--- src/rtl/trng_pkg.sv ---
// trng_pkg: shared state encodings, default parameter values and a small
// saturating-counter helper for the TRNG conditioner.
package trng_pkg;

    // Von Neumann pair tracker: waiting for the first or the second sample of a pair
    typedef enum logic {
        PAIR_FIRST  = 1'b0,
        PAIR_SECOND = 1'b1
    } pair_state_e;

    // Output word holder: no word pending, or a word waiting for the consumer
    typedef enum logic {
        OUT_EMPTY = 1'b0,
        OUT_FULL  = 1'b1
    } out_state_e;

    localparam int TRNG_OUT_WIDTH_DEF  = 32'sd8;
    localparam int TRNG_RCT_CUTOFF_DEF = 32'sd32;

    // Repetition counter increment that sticks at its maximum value
    function automatic logic [7:0] rct_sat_inc(input logic [7:0] cnt);
        logic [7:0] nxt;
        if (cnt == 8'hFF) begin
            nxt = 8'hFF;
        end else begin
            nxt = cnt + 8'd1;
        end
        return nxt;
    endfunction

endpackage

--- src/rtl/trng_vn_debias.sv ---
// trng_vn_debias: brings the asynchronous raw latch output into the clk domain
// through two flops and runs the Von Neumann pair FSM. For every sampled pair
// whose bits differ, bit_vld pulses for the sampling cycle with bit_val = the
// first bit of the pair. smp_bit is the synchronized sample (for health tests).
module trng_vn_debias
    import trng_pkg::*;
(
    input  logic clk,
    input  logic resetn,
    input  logic raw_bit,
    input  logic sample_en,
    output logic smp_bit,
    output logic bit_vld,
    output logic bit_val
);

    logic        sync1_q, sync1_d;
    logic        sync2_q, sync2_d;
    logic        stored_q, stored_d;
    pair_state_e pair_state_q, pair_state_d;
    logic        bit_vld_s;

    // Next-state for the synchronizer and the pair FSM, plus the debiased-bit strobe
    always_comb begin
        sync1_d      = raw_bit;
        sync2_d      = sync1_q;
        stored_d     = stored_q;
        pair_state_d = pair_state_q;
        bit_vld_s    = 1'b0;
        if (sample_en) begin
            case (pair_state_q)
                PAIR_FIRST: begin
                    stored_d     = sync2_q;
                    pair_state_d = PAIR_SECOND;
                end
                PAIR_SECOND: begin
                    pair_state_d = PAIR_FIRST;
                    bit_vld_s    = (stored_q != sync2_q);
                end
                default: begin
                    pair_state_d = PAIR_FIRST;
                end
            endcase
        end else begin
            pair_state_d = pair_state_q;
        end
    end

    // Synchronizer and pair FSM registers
    always_ff @(posedge clk or negedge resetn) begin
        if (!resetn) begin
            sync1_q      <= 1'b0;
            sync2_q      <= 1'b0;
            stored_q     <= 1'b0;
            pair_state_q <= PAIR_FIRST;
        end else begin
            sync1_q      <= sync1_d;
            sync2_q      <= sync2_d;
            stored_q     <= stored_d;
            pair_state_q <= pair_state_d;
        end
    end

    assign smp_bit = sync2_q;
    assign bit_vld = bit_vld_s;
    assign bit_val = stored_q;

endmodule

--- src/rtl/trng_conditioner.sv ---
// trng_conditioner: packs Von Neumann debiased bits (first bit -> MSB) into
// OUT_WIDTH-bit words with a valid/ready output. When a word is pending and
// the accumulator is one bit short, further bits are dropped and overflow
// latches. Optional macro TRNG_CONDITIONER_HEALTH_EN adds a repetition-count
// health test that latches health_fail and stops new words from loading.
module trng_conditioner
    import trng_pkg::*;
#(
    parameter int OUT_WIDTH  = TRNG_OUT_WIDTH_DEF,
    parameter int RCT_CUTOFF = TRNG_RCT_CUTOFF_DEF
) (
    input  logic                 clk,
    input  logic                 resetn,
    input  logic                 raw_bit,
    input  logic                 sample_en,
    output logic [OUT_WIDTH-1:0] data,
    output logic                 valid,
    input  logic                 ready,
    output logic                 overflow,
    output logic                 health_fail
);

    localparam int CNT_W = $clog2(OUT_WIDTH);

    logic                 smp_bit_s;
    logic                 bit_vld_s;
    logic                 bit_val_s;
    logic                 hold_s;

    logic [OUT_WIDTH-2:0] acc_q, acc_d;
    logic [CNT_W-1:0]     cnt_q, cnt_d;
    logic [OUT_WIDTH-1:0] data_q, data_d;
    out_state_e           out_state_q, out_state_d;
    logic                 overflow_q, overflow_d;

    logic [OUT_WIDTH-1:0] word_s;
    logic                 full_s;
    logic                 last_bit_s;
    logic                 take_s;
    logic                 load_s;

    trng_vn_debias u_debias (
        .clk       (clk),
        .resetn    (resetn),
        .raw_bit   (raw_bit),
        .sample_en (sample_en),
        .smp_bit   (smp_bit_s),
        .bit_vld   (bit_vld_s),
        .bit_val   (bit_val_s)
    );

    // Accumulator, word load / drop decision and output FSM next state
    always_comb begin
        acc_d       = acc_q;
        cnt_d       = cnt_q;
        data_d      = data_q;
        out_state_d = out_state_q;
        overflow_d  = overflow_q;
        word_s      = {acc_q, bit_val_s};
        full_s      = (out_state_q == OUT_FULL);
        last_bit_s  = (cnt_q == CNT_W'(OUT_WIDTH - 1));
        take_s      = bit_vld_s && !hold_s;
        load_s      = 1'b0;
        if (take_s && last_bit_s) begin
            if (full_s && !ready) begin
                overflow_d = 1'b1;
            end else begin
                load_s = 1'b1;
                data_d = word_s;
                cnt_d  = '0;
            end
        end else if (take_s) begin
            acc_d = word_s[OUT_WIDTH-2:0];
            cnt_d = cnt_q + CNT_W'(1);
        end else begin
            acc_d = acc_q;
        end
        case (out_state_q)
            OUT_EMPTY: begin
                if (load_s) begin
                    out_state_d = OUT_FULL;
                end else begin
                    out_state_d = OUT_EMPTY;
                end
            end
            OUT_FULL: begin
                if (load_s) begin
                    out_state_d = OUT_FULL;
                end else if (ready) begin
                    out_state_d = OUT_EMPTY;
                end else begin
                    out_state_d = OUT_FULL;
                end
            end
            default: begin
                out_state_d = OUT_EMPTY;
            end
        endcase
    end

    // Accumulator, output word and output FSM registers
    always_ff @(posedge clk or negedge resetn) begin
        if (!resetn) begin
            acc_q       <= '0;
            cnt_q       <= '0;
            data_q      <= '0;
            out_state_q <= OUT_EMPTY;
            overflow_q  <= 1'b0;
        end else begin
            acc_q       <= acc_d;
            cnt_q       <= cnt_d;
            data_q      <= data_d;
            out_state_q <= out_state_d;
            overflow_q  <= overflow_d;
        end
    end

`ifdef TRNG_CONDITIONER_HEALTH_EN
    logic [7:0] rep_cnt_q, rep_cnt_d;
    logic       rep_last_q, rep_last_d;
    logic       health_fail_q, health_fail_d;

    // Repetition count over consecutive identical samples; trips at RCT_CUTOFF
    always_comb begin
        rep_cnt_d     = rep_cnt_q;
        rep_last_d    = rep_last_q;
        health_fail_d = health_fail_q;
        if (sample_en) begin
            if ((rep_cnt_q != 8'd0) && (smp_bit_s == rep_last_q)) begin
                rep_cnt_d = rct_sat_inc(rep_cnt_q);
            end else begin
                rep_cnt_d = 8'd1;
            end
            rep_last_d = smp_bit_s;
            if (rep_cnt_d >= 8'(RCT_CUTOFF)) begin
                health_fail_d = 1'b1;
            end else begin
                health_fail_d = health_fail_q;
            end
        end else begin
            rep_cnt_d = rep_cnt_q;
        end
    end

    // Health test registers
    always_ff @(posedge clk or negedge resetn) begin
        if (!resetn) begin
            rep_cnt_q     <= 8'd0;
            rep_last_q    <= 1'b0;
            health_fail_q <= 1'b0;
        end else begin
            rep_cnt_q     <= rep_cnt_d;
            rep_last_q    <= rep_last_d;
            health_fail_q <= health_fail_d;
        end
    end

    assign hold_s      = health_fail_q;
    assign health_fail = health_fail_q;
`else
    logic health_unused_s;

    assign health_unused_s = smp_bit_s;
    assign hold_s          = 1'b0;
    assign health_fail     = 1'b0;
`endif

    assign data     = data_q;
    assign valid    = (out_state_q == OUT_FULL);
    assign overflow = overflow_q;

endmodule

--- config.mk ---
export PLATFORM = sky130hd
export DESIGN_NAME = trng_conditioner
export DESIGN_NICKNAME = d
export VERILOG_FILES = /design/src/rtl/trng_pkg.sv /design/src/rtl/trng_vn_debias.sv /design/src/rtl/trng_conditioner.sv
export SDC_FILE = /design/constraint.sdc
export NUM_CORES = 1
export LEC_CHECK = 0
export CORE_ASPECT_RATIO = 1.1
export CORE_MARGIN = 3
export CORE_UTILIZATION = 50
export DETAILED_ROUTE_END_ITERATION = 8
export PLACE_DENSITY = 0.76
export SYNTH_ARGS = -nofsm -noshare
export SYNTH_HDL_FRONTEND = slang
export SYNTH_SLANG_ARGS = --single-unit
--- constraint.sdc ---
create_clock -name clk -period 2.7 [get_ports clk]
set_clock_uncertainty 0.2 [all_clocks]
set_input_delay 0.27 -clock clk [delete_from_list [all_inputs] [get_ports clk]]
set_output_delay 0.27 -clock clk [all_outputs]
set_load 0.01 [all_outputs]
## After elaboration in Yosys (flattened, before gate mapping)

Cells that the tools add are included.

- Register bits after elaboration: 24
- Input port bits: 5
- Output and inout port bits: 11

- Add/sub/neg operators: 1
- Eq/ne operators: 3
- Mux-type cells: 12
- Bitwise operators: 4
- Reduce and logical (&&, ||, !) cells: 9

Operators with widths:

| operator | count |
|---|---|
| 2-bit AND reduction | 5 |
| 3-bit 2-to-1 mux | 3 |
| 1-bit 2-to-1 mux | 7 |
| 1-bit NOT | 4 |
| 1-bit case mux with 2 select lines | 2 |
| 3-bit by 1-bit adder with 3-bit output, second input constant | 1 |
| 3-bit equality test, second input constant | 1 |
| 1-bit logical AND | 2 |
| 2-bit inequality test, second input constant | 1 |
| 2-bit nonzero test | 1 |
| 1-bit zero test | 1 |
| 1-bit inequality test | 1 |

## Logic depth before layout (Yosys ltp)

- Word-level depth: 7
- Mapped depth: 5

## By module

From an unflattened synthesis, not the netlist that was laid out.

- Cell total of the unflattened synthesis: 62
- Area total of the unflattened synthesis: 993.5 µm²

By module, submodules not included:

| module | times used | cells each | area an instance (µm²) | sequential area each (µm²) |
|---|---|---|---|---|
| trng_conditioner | 1 | 53 | 847.1 | 500.5 |
| trng_vn_debias | 1 | 9 | 146.4 | 100.1 |

## Worst setup path after synthesis

Ideal clock, no wire load.

- Path type: register -> register
- From: register cnt_q[0]
- To: register data_q[0] (netlist: data[0])
- Library setup time: 0.125 ns
- Arrival: 1.569 ns
- Required time: 2.375 ns
- Slack: 0.806 ns
- Stages on the path, launching flop included: 6
- Path buffers: 0
- Period minus slack after synthesis: 1.894 ns
- Cell sequence: dfrtp_1 -> ha_1 -> ha_1 -> nand3_1 -> nor3_4 -> mux2_2

- Cells in the longest elaborated chain, start to end: 3

Ends and longest elaborated chain:

| item | line | RTL |
|---|---|---|
| start, declared | trng_conditioner.sv:31 | `logic [CNT_W-1:0] cnt_q, cnt_d;` |
| start signal, assigned | trng_conditioner.sv:111 | `cnt_q <= cnt_d;` |
| 3-bit equality test | trng_conditioner.sv:61 | `last_bit_s = (cnt_q == CNT_W'(OUT_WIDTH - 1));` |
| 1-bit logical AND | trng_conditioner.sv:64 | `if (take_s && last_bit_s) begin` |
| 2-bit AND reduction (no source line) | -- |  |
| end signal, assigned | trng_conditioner.sv:112 | `data_q <= data_d;` |
| end, declared | trng_conditioner.sv:32 | `logic [OUT_WIDTH-1:0] data_q, data_d;` |

No other way between the ends.
A chain may end at the register's enable or synchronous reset.

## Worst setup path after layout

- From: register cnt_q[0]
- To: register data_q[7] (netlist: data[7])

Same word-level chain as after synthesis.

==> flow_summary.toml <==
[outcome]
status = "completed"

[worst_setup_path]
path_buf_inv = 0
path_class = "flip-flop to flip-flop"
worstPathCellList = "ha_1, ha_1, nand3_1, nor3_4, mux2_2"
critPathLaunchType = "flip-flop"
cpPeakStageDelay_ns = 0.43
endpoint_kind = "flip-flop"
critical_path.reg2reg.endpoint = "data[7]$_DFFE_PN0P_"
slowest_stage = "nor3_4"
r2r_slack_ns = 0.60
crit_top_cell = "ha_1"
worstSetupPathDepth = 5
worstReg2RegStart = "cnt_q[0]$_DFFE_PN0P_"
ff2ff_path_depth = 5
cp.arrival_ns = 2.10
crit_family = "simple AND/OR/NAND/NOR gates"
crit_required_ns = 2.69
worst-path-max-fanout = 8

[synth]
synth_ff_type = "dfrtp_1"
postSynthAreaPerCell_um2 = 16.0
syn_area_um2 = 973
synth_warnings = 0
synth_edf_count = 0
synth_top_cell_by_area = "dfrtp_1"
yosysSeqAreaShare = 0.617
synth-seq-cells = 24
synthTopCellsByArea = "dfrtp_1 (62%), mux2_2 (17%), nor3_4 (3.3%)"
async_flop_share = 1.00
yosysTopAreaCellShare = 0.617
synth.distinct_cells = 20
syn_inst = 61
synth_nets = 68

[cells_and_area]
mostFrequentLayoutCells = "dfrtp_1 (24), mux2_2 (15), clkdlybuf4s50_1 (14), clkbuf_4 (3)"
drive_gt1_frac = 0.333
multi_input_area_um2 = 362
nets = 87
diodes = 0
finish.instance_area_um2 = 1160
syn2layout_area_growth_pct = 19.0
regArea_um2 = 601
final_common_cell = "dfrtp_1"
finish.utilization = 0.643
fillers = 143

[die]
io_pins = 16
rows = 16
initial_utilization = 0.540
die_w_um = 48.1
fp.dieH_um = 52.3
die_area_um2 = 2510
core-area_um2 = 1800

[cts]
hold_buffers = 0
cts_tree = "built"
post_cts_resize_count = 0
insertion_delay_ns = 0.30
numCtsBuffers = 3
ctsLongestPathBuffers = 2
clk_pin_slew_worst_paths_ns = 0.11
cts_setup_buffers = 0
h-tree-depth = 1
root_buffer = "clkbuf_4"
cts.sinks = 24

[route]
ant_nets = 0
drc_errors = 0
via_per_inst = 5.59
first_pass_iters = 4
drtIter0Drc = 2
vias = 537
wl_per_cell_um = 14.4
routed_wl_um = 1390

[min_path]
holdCritPathClass = "primary input to async pin"

[timing]
worst_pin_slew_ns = 0.496
slew_headroom = 0.667
whs_ns = 0.117
finalSetupViolCount = 0
hold_violations = 0
maxSlewViolCount = 0
min_period_ns = 2.10
fin_crit_sh = 0.779
fmax_mhz = 475
setup_tns_ns = 0
rsz0062_at_grt = "false"
worst_slack_ns = 0.596

[placed_design]
pre_cts_slack_ns = 0.553
dpl_cell_area_um2 = 1140
numPortBuffers = 14
gp_congestion = 0.704
post-dp-hpwl_um = 1020

[grt]
grt_max_degree = 25
antenna_found_initial = 0
grt_pass1_vias = 585
grt_usage = 0.141
grt_pass1_wl_um = 2480
grt_overflow = 0

[power_and_ir_drop]
power_density_nw_per_um2 = 919
power.leakage_uw = 0.000543
ir_drop_mv = 0.655

[run]
maxCapViolCount = 0
[cell type report]
cell class                 instances  share of cell area
inverter                           1             0.00324
multi-input combinational         35               0.312
sequential                        24               0.518
timing repair buffer              15               0.127
tap                               18              0.0194
clock buffer                       3              0.0194
[routing by layer]
layer / GRT usage / up-vias / wire [um]
met1: 0.173 / 278 / 609
li1: - / 247 / -
met3: 0.0206 / 2 / 41
met4: 0.0538 / 0 / 8
met5: 0 / - / 0
met2: 0.240 / 10 / 725
[worst reg2reg max path, stage by stage, from the launching register on]
cell and delay [ns]:
dfrtp_1 0.38, ha_1 0.17, ha_1 0.26, nand3_1 0.17, nor3_4 0.43, mux2_2 0.39
[cells in the mapped netlist (2+ instances only)]
master	count
nor3_4	2
mux2_2	15
dfrtp_1	24
mux2_4	2
ha_1	2
nor2b_1	2
[kinds of logic after synthesis]
kind of cell               share of synthesized area
adders and majority gates                     0.0257
buffers and inverters                         0.0116
and+or+nand+nor                               0.0771
xor gates and xnor gates                      0.0257
other                                        0.00385
AOI/OAI and AO/OA                             0.0244
muxes                                          0.215
DFF                                            0.617
[report_power, final]
group          switching, uW  leakage, uW  internal, uW
logic                    141     0.000221           218
registers               82.7     0.000308           480
clock network           91.9    0.0000138          51.9
[worst max path at each step]
stage | slack, ns | end | startpoint
finish | 0.60 | data[7]$_DFFE_PN0P_ | cnt_q[0]$_DFFE_PN0P_
detailed placement | 0.55 | cnt_q[1]$_DFFE_PN0P_ | sample_en
global route | 0.48 | data[1]$_DFFE_PN0P_ | cnt_q[0]$_DFFE_PN0P_
floorplan | 0.81 | data[0]$_DFFE_PN0P_ | cnt_q[0]$_DFFE_PN0P_
global placement | 0.63 | data[3]$_DFFE_PN0P_ | cnt_q[0]$_DFFE_PN0P_
CTS | 0.57 | data[7]$_DFFE_PN0P_ | cnt_q[0]$_DFFE_PN0P_
[state kept, by name, summed over array words and instances (netlist names)]
| name | count |
|---|---|
| u_debias.pair_state_q | 1 |
| u_debias.sync1_q | 1 |
| acc_q | 7 |
| cnt_q | 3 |
| data | 8 |
| u_debias.bit_val | 1 |
| overflow | 1 |
| valid | 1 |
| u_debias.smp_bit | 1 |
[metrics by stage]
stage | total power [uW] | cells
global placement | 912 | 93
global route | 1150 | 96
CTS | 1080 | 96
finish | 1060 | 96
detailed placement | 937 | 93
floorplan | 795 | 61
Power figures use the tool's default switching activity.
